<file path="config.mk">
export PLATFORM = sky130hd
export DESIGN_NAME = seq_pattern_gen_flat
export DESIGN_NICKNAME = d
export VERILOG_FILES = /design/src/rtl/seq_pattern_if.sv /design/src/rtl/seq_pattern_gen.sv /design/src/flat_wrapper.sv
export SDC_FILE = /design/constraint.sdc
export NUM_CORES = 1
export LEC_CHECK = 0
export CORE_MARGIN = 10
export CORE_UTILIZATION = 35
export DETAILED_ROUTE_END_ITERATION = 6
export SYNTH_ARGS = -nofsm -noshare
export SYNTH_HDL_FRONTEND = slang
export SYNTH_SLANG_ARGS = --single-unit
</file>
<file path="constraint.sdc">
create_clock -name clk -period 2.3 [get_ports clk]
set_input_delay 0.575 -clock clk [delete_from_list [all_inputs] [get_ports clk]]
set_output_delay 0.575 -clock clk [all_outputs]
set_load 0.01 [all_outputs]
</file>
<file path="src/rtl/seq_pattern_if.sv">
// Handshake and data bundle for seq_pattern_gen.
//   master : drives start/abort/pattern/repeat_cnt, observes the serial outputs
//   slave  : the generator itself
// Signals:
//   start      - request a transmission (honoured only while the generator is idle)
//   abort      - cancel an active transmission
//   pattern    - PAT_W-bit pattern, sent MSB first
//   repeat_cnt - number of pattern repetitions
//   seq_out    - serial data bit, 0 whenever valid=0
//   valid      - seq_out carries a pattern bit this cycle
//   busy       - transmission in progress (pattern bits or inter-pattern gap)
//   done       - one-cycle completion pulse
interface seq_pattern_if #(
    parameter int PAT_W = 4,
    parameter int CNT_W = 4
);
    logic             start;
    logic             abort;
    logic [PAT_W-1:0] pattern;
    logic [CNT_W-1:0] repeat_cnt;
    logic             seq_out;
    logic             valid;
    logic             busy;
    logic             done;

    modport master (
        output start, abort, pattern, repeat_cnt,
        input  seq_out, valid, busy, done
    );

    modport slave (
        input  start, abort, pattern, repeat_cnt,
        output seq_out, valid, busy, done
    );
endinterface

</file>
<file path="src/rtl/seq_pattern_gen.sv">
// Serial bit-sequence generator. Sends a captured PAT_W-bit pattern MSB first,
// one bit per clock, repeat_cnt times with GAP_LEN idle cycles between
// repetitions, then pulses done for one cycle. All outputs are registered.
// Ports:
//   clk  - system clock, rising edge
//   rst  - synchronous active-high reset, overrides start and abort
//   bus  - seq_pattern_if slave modport (start/abort/pattern/repeat_cnt in,
//          seq_out/valid/busy/done out)
//
// state | meaning
// IDLE  | waiting for start, all outputs low
// SHIFT | driving pattern bits, valid=1, busy=1
// GAP   | idle cycles between repetitions, valid=0, busy=1
// DONE  | single-cycle done pulse, busy=0
module seq_pattern_gen #(
    parameter int PAT_W   = 4,
    parameter int CNT_W   = 4,
    parameter int GAP_LEN = 1
) (
    input  logic           clk,
    input  logic           rst,
    seq_pattern_if.slave   bus
);

    localparam int BIT_W    = $clog2(PAT_W);
    localparam int GAP_W    = (GAP_LEN > 1) ? $clog2(GAP_LEN) : 1;
    localparam int GAP_LOAD = (GAP_LEN > 0) ? GAP_LEN - 1 : 0;

    typedef enum logic [1:0] {
        IDLE  = 2'd0,
        SHIFT = 2'd1,
        GAP   = 2'd2,
        DONE  = 2'd3
    } state_t;

    state_t           state_q;
    logic [PAT_W-1:0] pat_q;
    // Bits still to be sent in the current repetition, left-aligned so the
    // next bit is always the MSB of this register.
    logic [PAT_W-2:0] sh_q;
    logic [BIT_W-1:0] bit_q;
    logic [CNT_W-1:0] rep_q;
    logic [GAP_W-1:0] gap_q;
    logic             seq_out_q;
    logic             valid_q;
    logic             busy_q;
    logic             done_q;

    always_ff @(posedge clk) begin
        if (rst) begin
            state_q   <= IDLE;
            pat_q     <= '0;
            sh_q      <= '0;
            bit_q     <= '0;
            rep_q     <= '0;
            gap_q     <= '0;
            seq_out_q <= 1'b0;
            valid_q   <= 1'b0;
            busy_q    <= 1'b0;
            done_q    <= 1'b0;
        end else begin
            case (state_q)
                IDLE: begin
                    if (bus.start && !bus.abort) begin
                        pat_q <= bus.pattern;
                        if (bus.repeat_cnt != '0) begin
                            state_q   <= SHIFT;
                            rep_q     <= bus.repeat_cnt;
                            bit_q     <= BIT_W'(PAT_W - 1);
                            sh_q      <= bus.pattern[PAT_W-2:0];
                            seq_out_q <= bus.pattern[PAT_W-1];
                            valid_q   <= 1'b1;
                            busy_q    <= 1'b1;
                        end else begin
                            state_q <= DONE;
                            done_q  <= 1'b1;
                        end
                    end
                end

                SHIFT: begin
                    if (bus.abort) begin
                        state_q   <= IDLE;
                        seq_out_q <= 1'b0;
                        valid_q   <= 1'b0;
                        busy_q    <= 1'b0;
                    end else if (bit_q == '0) begin
                        // Last bit of this repetition is on the line now.
                        if (rep_q == CNT_W'(1)) begin
                            state_q   <= DONE;
                            rep_q     <= '0;
                            seq_out_q <= 1'b0;
                            valid_q   <= 1'b0;
                            busy_q    <= 1'b0;
                            done_q    <= 1'b1;
                        end else begin
                            rep_q <= rep_q - 1'b1;
                            if (GAP_LEN > 0) begin
                                state_q   <= GAP;
                                gap_q     <= GAP_W'(GAP_LOAD);
                                seq_out_q <= 1'b0;
                                valid_q   <= 1'b0;
                            end else begin
                                // Back-to-back: reload the MSB with no bubble.
                                bit_q     <= BIT_W'(PAT_W - 1);
                                sh_q      <= pat_q[PAT_W-2:0];
                                seq_out_q <= pat_q[PAT_W-1];
                            end
                        end
                    end else begin
                        bit_q     <= bit_q - 1'b1;
                        seq_out_q <= sh_q[PAT_W-2];
                        sh_q      <= sh_q << 1;
                    end
                end

                GAP: begin
                    if (bus.abort) begin
                        state_q <= IDLE;
                        busy_q  <= 1'b0;
                    end else if (gap_q == '0) begin
                        state_q   <= SHIFT;
                        bit_q     <= BIT_W'(PAT_W - 1);
                        sh_q      <= pat_q[PAT_W-2:0];
                        seq_out_q <= pat_q[PAT_W-1];
                        valid_q   <= 1'b1;
                    end else begin
                        gap_q <= gap_q - 1'b1;
                    end
                end

                DONE: begin
                    state_q <= IDLE;
                    done_q  <= 1'b0;
                end

                default: begin
                    state_q   <= IDLE;
                    seq_out_q <= 1'b0;
                    valid_q   <= 1'b0;
                    busy_q    <= 1'b0;
                    done_q    <= 1'b0;
                end
            endcase
        end
    end

    assign bus.seq_out = seq_out_q;
    assign bus.valid   = valid_q;
    assign bus.busy    = busy_q;
    assign bus.done    = done_q;

endmodule

</file>
<file path="src/flat_wrapper.sv">
// flat-port wrapper written by rule: the top's interface ports become plain ports
module seq_pattern_gen_flat 
#(
    parameter int PAT_W   = 4,
    parameter int CNT_W   = 4,
    parameter int GAP_LEN = 1
)
  (clk, rst, bus_start, bus_abort, bus_pattern, bus_repeat_cnt, bus_seq_out, bus_valid, bus_busy, bus_done);
  seq_pattern_if #(.PAT_W(PAT_W), .CNT_W(CNT_W)) bus_i ();
  input  logic clk;
  input  logic rst;
  input wire logic [$bits(bus_i.start)-1:0] bus_start;
  input wire logic [$bits(bus_i.abort)-1:0] bus_abort;
  input wire logic [$bits(bus_i.pattern)-1:0] bus_pattern;
  input wire logic [$bits(bus_i.repeat_cnt)-1:0] bus_repeat_cnt;
  output wire logic [$bits(bus_i.seq_out)-1:0] bus_seq_out;
  output wire logic [$bits(bus_i.valid)-1:0] bus_valid;
  output wire logic [$bits(bus_i.busy)-1:0] bus_busy;
  output wire logic [$bits(bus_i.done)-1:0] bus_done;
  assign bus_i.start = bus_start;
  assign bus_i.abort = bus_abort;
  assign bus_i.pattern = bus_pattern;
  assign bus_i.repeat_cnt = bus_repeat_cnt;
  assign bus_seq_out = bus_i.seq_out;
  assign bus_valid = bus_i.valid;
  assign bus_busy = bus_i.busy;
  assign bus_done = bus_i.done;
  seq_pattern_gen #(.PAT_W(PAT_W), .CNT_W(CNT_W), .GAP_LEN(GAP_LEN)) u_core (.clk(clk), .rst(rst), .bus(bus_i));
endmodule
</file>
==> key figures, run 1 <==
Outcome
  – Status: finished, final reports clean

Floorplan
  – Die span in x: 80.1 um
  – Die area: 6410 sq um
  – Placeable Area: 3420 sq um
  – Num ports: 16
  – Row count: 21
  – Initial Util: 37.0%
  – Die height: 80.1 um

Clock network
  – Root Driver: clkbuf_4
  – CTS tree: yes
  – Total CTS buffers: 3
  – CTS max path bufs: 2
  – PostCTS Resize Cnt: 0
  – Clk Latency, worst-skew pair: 300 ps
  – # clock sinks: 19
  – Hold_buf cts: 0
  – Postcts setup bufs: 0
  – CTS clock-pin slew for the worst setup and hold paths: 110 ps
  – H-tree depth: 1

Logic synthesis
  – Top-count cell post-synth: nor2_1
  – Synth Area per Inst: 8.84 sq um
  – Most frequent cells after synthesis: nor2_1 (20), dfxtp_1 (19), ha_1 (10)
  – Top FF cell, synth: dfxtp_1
  – Syn Inst Count: 143
  – Yosys cell types: 48
  – Mapped Area: 1260 sq um
  – Synth top area share: 30.1%
  – FF+latch count, synth: 19
  – Ys Warns: 0
  – Number of synthesized flops with an enable pin: 0
  – Async set-or-reset flop fraction in the synthesized netlist: 0%
  – Leading area contributor after synthesis: dfxtp_1
  – Synthesized net count: 165
  – Area contributors post-synth: dfxtp_1 (30%), ha_1 (9.9%), mux2i_1 (7.1%)
  – Register area share after synthesis: 30.1%

Placed design
  – Port Buffers: 15
  – Gpl congestion: 0.845
  – Area post-placement: 1500 sq um
  – Post-DP HPWL: 2350 um

Detailed routing
  – Total Routed Length: 3070 um
  – Via count: 1099
  – Drt via density: 5.18
  – # DRC: 0
  – Routed WL per cell: 14.5 um
  – Drt first pass iters: 4
  – DRT iter0 DRCs: 72
  – Final ANT Viol Nets: 0

STA
  – Fin. Hold Viols: 0
  – Worst hold slack: 480 ps
  – Max-slew headroom: 69.6%
  – Slew Limit Fails: 0
  – Crit share post-route: 85.6%
  – Slew at the pin with the worst max-slew slack: 455 ps
  – Post-route setup TNS: 0 ps
  – Clock skew: 6.62 ps
  – Fmax: 508 MHz
  – Final setup fails: 0
  – RSZ-0062 raised after global routing: false
  – Tmin final: 1970 ps

GRT
  – Gr usage total: 10.2%
  – Largest net degree at the start of global routing: 18
  – Number of global-route vias before repair: 1142
  – Initial antenna violation count: 0
  – First-pass GRT wire length: 5330 um
  – Total gr overflow: 0

Layout
  – Final instance area: 1520 sq um
  – Final net count: 189
  – Area grow syn2layout: 20.6%
  – Ant diodes: 0
  – Layout cells sized above 1: 15.1%
  – Layout Utilization: 44.6%

Run
  – Max-cap violations: 0

Power
  – Seq pwr share: 26.8%
  – Internal power: 1.11 mW
  – P per Cell Area: 1340 nW/um^2
  – Net switching power: 0.930 mW
  – Peak supply drop: 0.391 mV
  – Static Leakage: 0.615 nW
  – Clock share of power: 8.6%
  – Sw Share: 45.5%
  – Combinational share of power: 64.6%

Setup path
  – CP arrival: 2170 ps
  – Cells on worst reg2reg path: 6
  – CP endpoint kind: register
  – Peak fanout along the critical path: 4
  – Req. time, crit path: 2500 ps
  – Critical path class: primary input to register
  – Startpoint Class: primary input

Min path
  – Worst hold path class: register to register
  – Hold depth: 2
[cells by family after synthesis]
family | count (synthesis) | synth area share, %
and+or+nand+nor | 47 | 19.2
AOI/OAI and AO/OA | 40 | 23.5
DFF | 19 | 30.1
buffers and inverters | 14 | 5.94
muxes | 12 | 10.7
adders and majority gates | 10 | 9.90
xor gates and xnor gates | 1 | 0.693
[critical path, stage by stage]
cell and delay (ps):
clkdlybuf4s50_1 420, or4_4 590, a211oi_2 240, mux2_1 330
[sequential cells by signal, indices dropped and copies added, names as in the netlist]
register / flops
u_core.bit_q: 2
u_core.bus.busy: 1
u_core.bus.done: 1
u_core.bus.seq_out: 1
u_core.bus.valid: 1
u_core.pat_q: 4
u_core.rep_q: 4
u_core.sh_q: 3
u_core.state_q: 2
[path summary, 6_finish.rpt]
path | startpoint | end | slack (ps)
worst max-delay path | bus_repeat_cnt[1] | u_core.bus.done | 330
worst min-delay path | u_core.bus.valid | u_core.bus.valid | 480
worst max register to register | u_core.state_q[1] | u_core.bus.busy | 330
worst min register to register | u_core.bus.valid | u_core.bus.valid | 480
[power groups by stage]
stage | Clock (mW) | Combinational [mW] | Sequential [mW]
4_1_cts | 0.187 | 1.33 | 0.547
5_1_grt | 0.196 | 1.49 | 0.565
2_1_floorplan | 0 | 0.980 | 0.549
6_report | 0.176 | 1.32 | 0.547
3_3_place_gp | 0 | 1.29 | 0.549
3_5_place_dp | 0 | 1.32 | 0.556
[metrics by stage]
| step | total power [mW] | instances | setup slack [ps] |
|---|---|---|---|
| floorplan | 1.53 | 143 | 485 |
| global placement | 1.84 | 208 | 32.1 |
| detailed placement | 1.87 | 208 | 3.78 |
| CTS | 2.06 | 212 | 338 |
| global route | 2.25 | 212 | 167 |
| finish | 2.04 | 212 | 331 |
[layer usage]
metal	share of wire [%]	global-route usage, %	vias up
met5	0	0	-
met4	1.3	4.75	0
met3	4.5	2.34	4
met2	47	16.9	26
met1	47	12.1	500
li1	-	-	569
[placed cells by master, fill, tap and decap left out, types with 2 or more instances in the layout]
| cell | n |
|---|---|
| nor2_1 | 20 |
| dfxtp_1 | 19 |
| clkdlybuf4s50_1 | 15 |
| ha_1 | 10 |
| inv_1 | 9 |
| mux2i_1 | 9 |
| a21oi_1 | 9 |
| buf_4 | 9 |
| nand2b_1 | 5 |
| o21ai_0 | 5 |
| nand3_1 | 4 |
| nor2b_1 | 4 |
| nor3_1 | 3 |
| a211oi_1 | 3 |
| clkbuf_4 | 3 |
| nor3b_1 | 2 |
| o41ai_1 | 2 |
| nor2_2 | 2 |
| nand2_1 | 2 |
| o21ai_2 | 2 |
| a22oi_1 | 2 |
[cell type report]
cell class              count  area, sq um
fillers                   344         1890
multi-input cells         110          808
flip-flops and latches     19          380
repair buffers             24          218
well taps                  46         57.6
inverters                   9         33.8
clock buffers               4         26.3
No activity file was read; power rests on OpenSTA's default activity.
==> run 2, diff against run 1 <==
Settings changed: CORE_UTILIZATION 35 to 30, SLEW_MARGIN set to 5.
==> key figures, run 2 (synthesis gave the netlist of run 1 again) <==
Min path
  – Min-delay src: u_core.bus.seq_out
  – Worst hold endpoint: u_core.bus.seq_out
  – Worst hold path class: register to register
  – Hold depth: 2 (unchanged)

Power
  – Internal power: 1.17 mW (+4.7%)
  – Clock share of power: 11.2% (+2.6 points)
  – Peak supply drop: 0.474 mV (+21%)
  – Seq pwr share: 26.1% (-0.7 points)
  – Net switching power: 0.943 mW (+1.3%)
  – P per Cell Area: 1360 nW/um^2 (+1.5%)
  – Power Total: 2.11 mW (+3.2%)
  – Static Leakage: 0.626 nW (+1.7%)
  – Sw Share: 44.7% (-0.81 points)
  – Combinational share of power: 62.8% (-1.8 points)

Setup path
  – R2R Path End: u_core.rep_q[1]
  – Req. time, crit path: 2450 ps (-50 ps)
  – Critical path class: primary input to register
  – Peak fanout along the critical path: 4 (unchanged)
  – Cells on worst reg2reg path: 6 (unchanged)
  – CP arrival: 2180 ps (about the same)
  – R2r setup slk: 350 ps (+20 ps)
  – Startpoint Class: primary input
  – Reg2reg start: u_core.state_q[0]
  – CP endpoint kind: register

STA
  – Fmax: 493 MHz (-2.9%)
  – Tmin final: 2030 ps (+58.3 ps)
  – Slew at the pin with the worst max-slew slack: 430 ps (-25.3 ps)
  – Post-route setup TNS: 0 ps (unchanged)
  – Final setup fails: 0 (unchanged)
  – Clock skew: 1.63 ps (-4.99 ps)
  – Max-slew headroom: 71.3% (+1.7 points)
  – Worst Slack Setup Final: 272 ps (-58.3 ps)
  – RSZ-0062 raised after global routing: false
  – Crit share post-route: 88.2% (+2.5 points)
  – Fin. Hold Viols: 0 (unchanged)
  – Slew Limit Fails: 0 (unchanged)

Clock network
  – Clk Latency, worst-skew pair: 260 ps (-40 ps)
  – CTS max path bufs: 2 (unchanged)
  – PostCTS Resize Cnt: 0 (unchanged)
  – CTS clock-pin slew for the worst setup and hold paths: 70 ps (-40 ps)
  – Hold_buf cts: 0 (unchanged)
  – # clock sinks: 19 (unchanged)
  – Postcts setup bufs: 0 (unchanged)
  – Root Driver: clkbuf_8
  – CTS tree: yes
  – H-tree depth: 1 (unchanged)
  – Total CTS buffers: 3 (unchanged)

Layout
  – Most common cell after layout, fill and taps aside: nor2_1
  – Final instance area: 1550 sq um (+1.6%)
  – Final std cells w/o fill: 216 (+1.9%)
  – Area grow syn2layout: 22.6%
  – Ant diodes: 0 (unchanged)
  – Final net count: 189 (unchanged)
  – Layout cells sized above 1: 15.7% (+0.60 points)
  – Most frequent cells in the layout: nor2_1 (20), dfxtp_1 (19), clkdlybuf4s50_1 (15), ha_1 (10)
  – Biggest regs: u_core.pat_q: 4 flops, u_core.rep_q: 4 flops, u_core.sh_q: 3 flops
  – Fillers: 422 (+23%)

Floorplan
  – Num ports: 16 (unchanged)
  – Die span in x: 84.9 um (+6.0%)
  – Die area: 7210 sq um (+12%)
  – Initial Util: 31.4% (-5.6 points)
  – Die height: 84.9 um (+6.0%)
  – Row count: 23 (+9.5%)
  – Placeable Area: 4030 sq um (+18%)

GRT
  – Gr usage total: 8.90% (-1.3 points)
  – First-pass GRT wire length: 5490 um (+2.9%)
  – Initial antenna violation count: 0 (unchanged)
  – Number of global-route vias before repair: 1143 (+0.088%)
  – Largest net degree at the start of global routing: 15 (-3)
  – Total gr overflow: 0 (unchanged)

Detailed routing
  – DRT iter0 DRCs: 98 (+36%)
  – Total Routed Length: 3110 um (+1.5%)
  – Drt via density: 5.25 (+1.3%)
  – # DRC: 0 (unchanged)
  – Drt first pass iters: 4 (unchanged)
  – Final ANT Viol Nets: 0 (unchanged)
  – Via count: 1134 (+3.2%)
  – Routed WL per cell: 14.4 um (-0.41%)

Placed design
  – Area post-placement: 1500 sq um (+0.33%)
  – Post-DP HPWL: 2390 um (+1.6%)
  – Gpl congestion: 0.853 (+0.96%)
  – Port Buffers: 15 (unchanged)
  – Dpl cells: 212 (+1.9%)
  – Setup WS pre-CTS: 9.54 ps (+5.76 ps)

Run
  – Max-cap violations: 0 (unchanged)

Outcome
  – Status: finished, final reports clean
-- run 2: worst max-delay path: stages --
cell,delay [ps]
clkdlybuf4s50_1,420
or4_4,590
a211oi_2,250
mux2_1,330
-- run 2: through the flow --
stage                     hold WS, ps  utilization, %
final                             478            38.4
after global routing              515            38.4
after CTS                         484            38.4
after detailed placement          470            37.3
after global placement            463            37.3
after floorplan                   449               -
-- run 2: power by group through the flow --
stage                     logic [mW]  registers [mW]  clock network [mW]
after floorplan                0.980           0.549                   0
after global placement          1.30           0.549                   0
after detailed placement        1.32           0.555                   0
after CTS                       1.33           0.549               0.248
after global routing            1.49           0.569               0.260
final                           1.32           0.550               0.235
-- run 2: routing by layer --
metal  global-route usage (%)  vias to the layer above  part of all wire (%)  routed length [um]
met5                        0                        -                     0                   0
met4                     2.69                        0                  0.35                  11
met3                     2.96                        2                   4.7                 146
met2                     13.6                       24                    46                1430
met1                     11.5                      544                    49                1520
li1                         -                      564                     -                   -
-- run 2: final cells by class --
| type | instances | area (sq um) | area share (%) |
|---|---|---|---|
| clock buffer | 3 | 41.3 | 2.67 |
| clock inverter | 1 | 5.00 | 0.323 |
| inverter | 9 | 33.8 | 2.18 |
| multi-input combinational | 110 | 808 | 52.2 |
| sequential | 19 | 380 | 24.6 |
| tap | 50 | 62.6 | 4.04 |
| timing repair buffer | 24 | 218 | 14.1 |
-- run 2: how the worst max path moves through the flow --
| stage | start | end | slack [ps] | cells after the start |
|---|---|---|---|---|
| global route | bus_abort | u_core.bit_q[1] | 160 | 5 |
| floorplan | bus_repeat_cnt[1] | u_core.bus.done | 490 | 3 |
| CTS | bus_repeat_cnt[1] | u_core.bus.done | 280 | 4 |
| global placement | bus_repeat_cnt[1] | u_core.bus.done | 30 | 4 |
| finish | bus_repeat_cnt[1] | u_core.bus.done | 270 | 4 |
| detailed placement | bus_repeat_cnt[1] | u_core.bus.done | 10 | 4 |
